**src/rtl/sha256_msg_padder.sv**
```systemverilog
// -----------------------------------------------------------------------------
// sha256_msg_padder
//   Front end for the SHA-256 compression core. It collects a byte stream into
//   512-bit blocks and applies SHA-256 padding: a 0x80 marker, a zero fill and
//   the 64-bit big-endian message length in bits. It starts the core once per
//   block and returns the final digest with a one-cycle valid pulse.
//
// Ports
//   clk, rst        clock; synchronous active-high reset (shared with the core)
//   s_data/s_valid  message byte stream; s_last marks the final byte
//   s_ready         a byte is accepted when s_valid & s_ready
//   empty_req       pulse while idle to hash the zero-length message
//   core_block      block for the core, byte 0 in [511:504]
//   core_start      one-cycle start pulse; core_first_run selects the IV
//   core_hash       core result; core_ready marks the core as done/idle
//   digest          final hash, held until the next digest_valid pulse
//   busy            high whenever the padder is not idle
// -----------------------------------------------------------------------------
module sha256_msg_padder #(
    parameter int LEN_W = 64
) (
    input  logic         clk,
    input  logic         rst,
    input  logic [7:0]   s_data,
    input  logic         s_valid,
    input  logic         s_last,
    output logic         s_ready,
    input  logic         empty_req,
    output logic [511:0] core_block,
    output logic         core_start,
    output logic         core_first_run,
    input  logic [255:0] core_hash,
    input  logic         core_ready,
    output logic [255:0] digest,
    output logic         digest_valid,
    output logic         busy
);

    typedef enum logic [2:0] {IDLE, LOAD, PAD, EXTRA, START, WAIT, FIN} state_t;

    state_t           state;
    state_t           ret_state;   // where a non-final block continues after the core
    logic [5:0]       ptr;
    logic [LEN_W-1:0] bitlen;
    logic             first;       // next block is the first of its message
    logic             final_blk;   // block in flight carries the length field
    logic             need_80;     // message filled a block exactly; marker still owed
    logic             wait_armed;  // skips the first WAIT cycle

    function automatic logic [63:0] len_field(input logic [LEN_W-1:0] len);
        logic [63:0] r;
        r = '0;
        r[LEN_W-1:0] = len;
        return r;
    endfunction

    function automatic logic [511:0] put_byte(input logic [511:0] blk,
                                              input logic [5:0]   p,
                                              input logic [7:0]   d);
        logic [511:0] r;
        r = blk;
        r[8*(63-int'(p)) +: 8] = d;
        return r;
    endfunction

    // Marker at byte p, zeros above it; the length only fits if p <= 55.
    function automatic logic [511:0] pad_block(input logic [511:0] blk,
                                               input logic [5:0]   p,
                                               input logic [63:0]  len);
        logic [511:0] r;
        r = blk;
        for (int i = 0; i < 64; i++) begin
            if (i == int'(p))
                r[8*(63-i) +: 8] = 8'h80;
            else if (i > int'(p))
                r[8*(63-i) +: 8] = 8'h00;
        end
        if (p <= 6'd55)
            r[63:0] = len;
        return r;
    endfunction

    function automatic logic [511:0] extra_block(input logic        with_80,
                                                 input logic [63:0] len);
        logic [511:0] r;
        r = '0;
        if (with_80)
            r[511:504] = 8'h80;
        r[63:0] = len;
        return r;
    endfunction

    always_ff @(posedge clk) begin
        if (rst) begin
            state          <= IDLE;
            ret_state      <= LOAD;
            ptr            <= '0;
            bitlen         <= '0;
            first          <= 1'b1;
            final_blk      <= 1'b0;
            need_80        <= 1'b0;
            wait_armed     <= 1'b0;
            s_ready        <= 1'b0;
            core_block     <= '0;
            core_start     <= 1'b0;
            core_first_run <= 1'b0;
            digest         <= '0;
            digest_valid   <= 1'b0;
            busy           <= 1'b0;
        end else begin
            core_start   <= 1'b0;
            digest_valid <= 1'b0;
            case (state)
                IDLE, LOAD: begin
                    if (s_valid && s_ready) begin
                        core_block <= put_byte(core_block, ptr, s_data);
                        ptr        <= ptr + 6'd1;
                        bitlen     <= bitlen + LEN_W'(8);
                        busy       <= 1'b1;
                        if (ptr == 6'd63) begin
                            // Full block: hash it now; a final byte here leaves
                            // marker and length for an extra block.
                            state          <= START;
                            s_ready        <= 1'b0;
                            core_start     <= 1'b1;
                            core_first_run <= first;
                            final_blk      <= 1'b0;
                            need_80        <= s_last;
                            ret_state      <= s_last ? EXTRA : LOAD;
                        end else if (s_last) begin
                            state   <= PAD;
                            s_ready <= 1'b0;
                        end else begin
                            state   <= LOAD;
                            s_ready <= 1'b1;
                        end
                    end else if (state == IDLE && empty_req && !s_valid) begin
                        state   <= PAD;
                        ptr     <= '0;
                        s_ready <= 1'b0;
                        busy    <= 1'b1;
                    end else begin
                        s_ready <= 1'b1;
                    end
                end
                PAD: begin
                    core_block     <= pad_block(core_block, ptr, len_field(bitlen));
                    state          <= START;
                    core_start     <= 1'b1;
                    core_first_run <= first;
                    if (ptr <= 6'd55) begin
                        final_blk <= 1'b1;
                    end else begin
                        final_blk <= 1'b0;
                        need_80   <= 1'b0;
                        ret_state <= EXTRA;
                    end
                end
                EXTRA: begin
                    core_block     <= extra_block(need_80, len_field(bitlen));
                    state          <= START;
                    core_start     <= 1'b1;
                    core_first_run <= first;
                    final_blk      <= 1'b1;
                end
                START: begin
                    state          <= WAIT;
                    wait_armed     <= 1'b0;
                    core_first_run <= 1'b0;
                end
                WAIT: begin
                    // core_ready may still read high from the previous block on
                    // the first WAIT cycle, so completion is only taken later.
                    if (!wait_armed) begin
                        wait_armed <= 1'b1;
                    end else if (core_ready) begin
                        first <= 1'b0;
                        if (final_blk) begin
                            state <= FIN;
                        end else if (ret_state == LOAD) begin
                            state      <= LOAD;
                            ptr        <= '0;
                            core_block <= '0;
                            s_ready    <= 1'b1;
                        end else begin
                            state <= EXTRA;
                        end
                    end
                end
                FIN: begin
                    digest       <= core_hash;
                    digest_valid <= 1'b1;
                    ptr          <= '0;
                    bitlen       <= '0;
                    need_80      <= 1'b0;
                    final_blk    <= 1'b0;
                    first        <= 1'b1;
                    state        <= IDLE;
                    s_ready      <= 1'b1;
                    busy         <= 1'b0;
                end
                default: begin
                    state <= IDLE;
                end
            endcase
        end
    end

endmodule
```
**config.mk**
```make
export PLATFORM = sky130hd
export DESIGN_NAME = sha256_msg_padder
export DESIGN_NICKNAME = d
export VERILOG_FILES = /design/src/rtl/sha256_msg_padder.sv
export SDC_FILE = /design/constraint.sdc
export NUM_CORES = 2
export LEC_CHECK = 0
export BUFFER_PORTS_ARGS = -buffer_cell sky130_fd_sc_hd__buf_2
export CAP_MARGIN = 20
export CORE_AREA = 3 3 408 410
export DETAILED_ROUTE_END_ITERATION = 6
export DIE_AREA = 0 0 411 413
export GPL_TIMING_DRIVEN = 0
export MAX_ROUTING_LAYER = met4
export PLACE_DENSITY = 0.48
export SETUP_SLACK_MARGIN = 0.1
export SYNTH_ARGS = -nofsm -noshare
export SYNTH_HDL_FRONTEND = slang
export SYNTH_SLANG_ARGS = --single-unit
```
**constraint.sdc**
```tcl
create_clock -name clk -period 6.95 [get_ports clk]
set_clock_uncertainty 0.05 [all_clocks]
set_input_delay 1.39 -clock clk [delete_from_list [all_inputs] [get_ports clk]]
set_output_delay 1.39 -clock clk [all_outputs]
set_load 0.05 [all_outputs]
```
==> flow_summary.toml <==
[timing]
postLayoutSetupSlackWorst_ns = 1.18
finalCritPeriodShare = 0.830
setup_viol = 0
slew_violations = 0
relSlewSlack = 0.168
worst_pin_slew_ns = 1.25
fmax_mhz = 173
finalHoldViolCount = 0
setup_tns_ns = 0
rsz0062_at_grt = "false"
fin_hold_ws_ns = 0.403
fin_crit_ns = 5.77

[layout]
drive_gt1_frac = 0.312
final_common_cell = "buf_2"
final_core_util = 0.278
n_fill_cell = 17558
final_nets = 4728
area_growth_pct = 37.7
final_cell_mix = "1100 x buf_2, 848 x dfxtp_1, 467 x a22o_1, 249 x a21oi_1, 177 x nor2_1"

[cts]
worstSkewPairLatency_ns = 0.77
cts_resized = 0
cts_hold_buf = 0
clkTransAtPathRegs_ns = 0.06
clock_sinks = 848
clk_path_buf_depth = 3
clock-root-buffer = "clkbuf_16"
cts_tree = "done"
htreeDepth = 3
cts_setup_buffers = 0
cts_buffers = 100

[yosys]
yosysTopAreaCellShare = 0.517
ys_ff_latch = 848
ys_warn_count = 0
yosysTopAreaCell = "dfxtp_1"
synth_ff_type = "dfxtp_1"
ys_seq_area_frac = 0.517
syn-instance-count = 3256
synth_edf_count = 0
synth_top_cells_by_area = "dfxtp_1 52%, a22o_1 12%, a21oi_1 3.8%"
async_flop_share = 0
synth_area_sq_um = 32900
ys_types = 98
avgSynthCellArea_sq_um = 10.1
syn_nets = 3533

[global_routing]
grt.total_usage = 0.277
antenna_found_initial = 96
grt_remaining_overflow = 0
grt_pass1_vias = 33253
grt_max_degree = 15
grt_pass1_wl_mm = 313

[critical_path]
regToRegSetupSlack_ns = 1.18
worst_ep_required_time_ns = 7.57
path_max_fanout = 10
r2r-end = "core_block[306]"
crit_path_end_kind = "flop"
path_class = "flop to flop"
ff2ff_path_depth = 13
r2r-start = "ptr[4]"
cp-start-kind = "flop"
arrival_ns = 6.39

[floorplan]
initial_core_util = 0.202
fp.dieH_microns = 413
core_area_sq_um = 163000
io_pins = 1043
die_area_sq_um = 170000
die_w_microns = 411
rows = 148

[drt]
wire_per_inst_microns = 35.3
ant_nets = 0
dr.pass1.iters = 6
vias = 34773
drc_errors = 0
drtIter0Drc = 3676
drt-total-wl_mm = 240
vias_per_cell = 5.12

[worst_hold_path]
worstHoldPathType = "flop to flop"
hold_start = "core_block[109]"
hold_depth = 2
holdPathEnd = "core_block[109]"

[placed_design]
pre_cts_ws_ns = 1.23
io_buffers = 1041
hpwl_mm = 196
gp_congestion = 1.04

[status]
status = "finished clean"

[pwr]
p_leak_nw = 18.4
pwr_density_cell_nw_per_um2 = 283
ir_drop_mv = 0.200

[flow_run]
maxCapViolations = 0
[power breakdown]
part	total (mW)	internal [mW]	switching [mW]
logic	2.07	0.426	1.64
registers	5.02	4.96	0.0649
clock network	5.71	3.37	2.34
total	12.8	8.75	4.05
[cell type report]
type                            count  area, sq um  share of cell area
Buffer                            250         1060              0.0235
Multi-Input combinational cell   2123        14800               0.327
Antenna cell                       88          220             0.00487
Sequential cell                   848        17000               0.375
Timing Repair Buffer             1093         5790               0.128
Clock inverter                     48          676              0.0149
Clock buffer                      137         2850              0.0631
Tap cell                         2175         2720              0.0602
Inverter                           35          131             0.00290
[sequential cells by signal, summed over array words and instances (netlist names)]
| signal | cells |
|---|---|
| first | 1 |
| digest_valid | 1 |
| core_block | 512 |
| bitlen | 61 |
| ret_state | 1 |
| busy | 1 |
| wait_armed | 1 |
| need_80 | 1 |
| core_first_run | 1 |
| state | 3 |
| core_start | 1 |
| ptr | 6 |
| s_ready | 1 |
| final_blk | 1 |
| digest | 256 |
[synthesized netlist by cell type (8+ instances only)]
| cell | count |
|---|---|
| o21ai_0 | 61 |
| dfxtp_1 | 848 |
| clkbuf_1 | 154 |
| xnor2_1 | 14 |
| nand4_1 | 30 |
| nand2_1 | 176 |
| o31ai_1 | 30 |
| nand2b_1 | 19 |
| o21ai_1 | 10 |
| a31oi_1 | 40 |
| buf_4 | 8 |
| buf_1 | 32 |
| o2bb2ai_1 | 133 |
| a22oi_1 | 59 |
| o21a_1 | 8 |
| nor4_1 | 17 |
| and2_1 | 30 |
| or4_1 | 25 |
| inv_1 | 33 |
| a211oi_1 | 92 |
| a311oi_1 | 35 |
| a32oi_1 | 21 |
| buf_2 | 52 |
| nor4_2 | 11 |
| and3_1 | 23 |
| a21oi_1 | 250 |
| o211ai_1 | 8 |
| a32o_1 | 27 |
| nor2b_1 | 16 |
| nand3_1 | 67 |
| a221oi_1 | 9 |
| a22o_1 | 467 |
| nor2_1 | 178 |
| nor3_1 | 71 |
| a221o_1 | 9 |
| or3_1 | 22 |
| xor2_1 | 12 |
[worst max-delay path by stage]
stage | from | end | slack, ns
6_report | ptr[4] | core_block[306] | 1.18
4_1_cts | ptr[4] | core_block[437] | 1.51
3_3_place_gp | ptr[0] | core_block[307] | 0.41
2_1_floorplan | core_ready | core_block[48] | 3.73
3_5_place_dp | rst | state[2] | 1.23
5_1_grt | ptr[4] | core_block[307] | 1.29
[worst max-delay path, stage by stage, from the launching register on]
cell and delay (ns):
dfxtp_1 0.32, buf_2 0.23, buf_2 0.39, nand2_1 0.41, nor2_1 0.20, ha_1 0.30
clkbuf_1 0.73, nor2_1 0.22, mux2i_1 0.76, buf_6 0.25, buf_2 0.45, a21oi_1 0.25
a31oi_2 0.83, a22o_1 0.27
[per-layer routing]
metal / part of all wire / vias up / global-route usage
li1: - / 15229 / -
met1: 0.38 / 17323 / 0.311
met2: 0.47 / 1841 / 0.446
met3: 0.11 / 380 / 0.110
met4: 0.043 / 0 / 0.101
met5: 0 / - / -
[through the flow]
stage / area (sq um) / total power [mW] / instances
after floorplan: 32900 / 6.11 / 3256
after global placement: 40800 / 7.08 / 6472
after detailed placement: 41500 / 7.14 / 6521
after CTS: 45000 / 12.9 / 6706
after global routing: 45200 / 13.1 / 6796
final: 45200 / 12.8 / 6797
[logic make-up after synthesis]
logic type      after synthesis  share of synthesized area
compound gates             1334                      0.313
xor+xnor                     30                    0.00960
buf+inv                     285                     0.0364
fa+ha+maj                     7                    0.00267
mux                          12                    0.00392
simple gates                740                      0.118
flops                       848                      0.517
No activity file was read; power rests on OpenSTA's default activity.
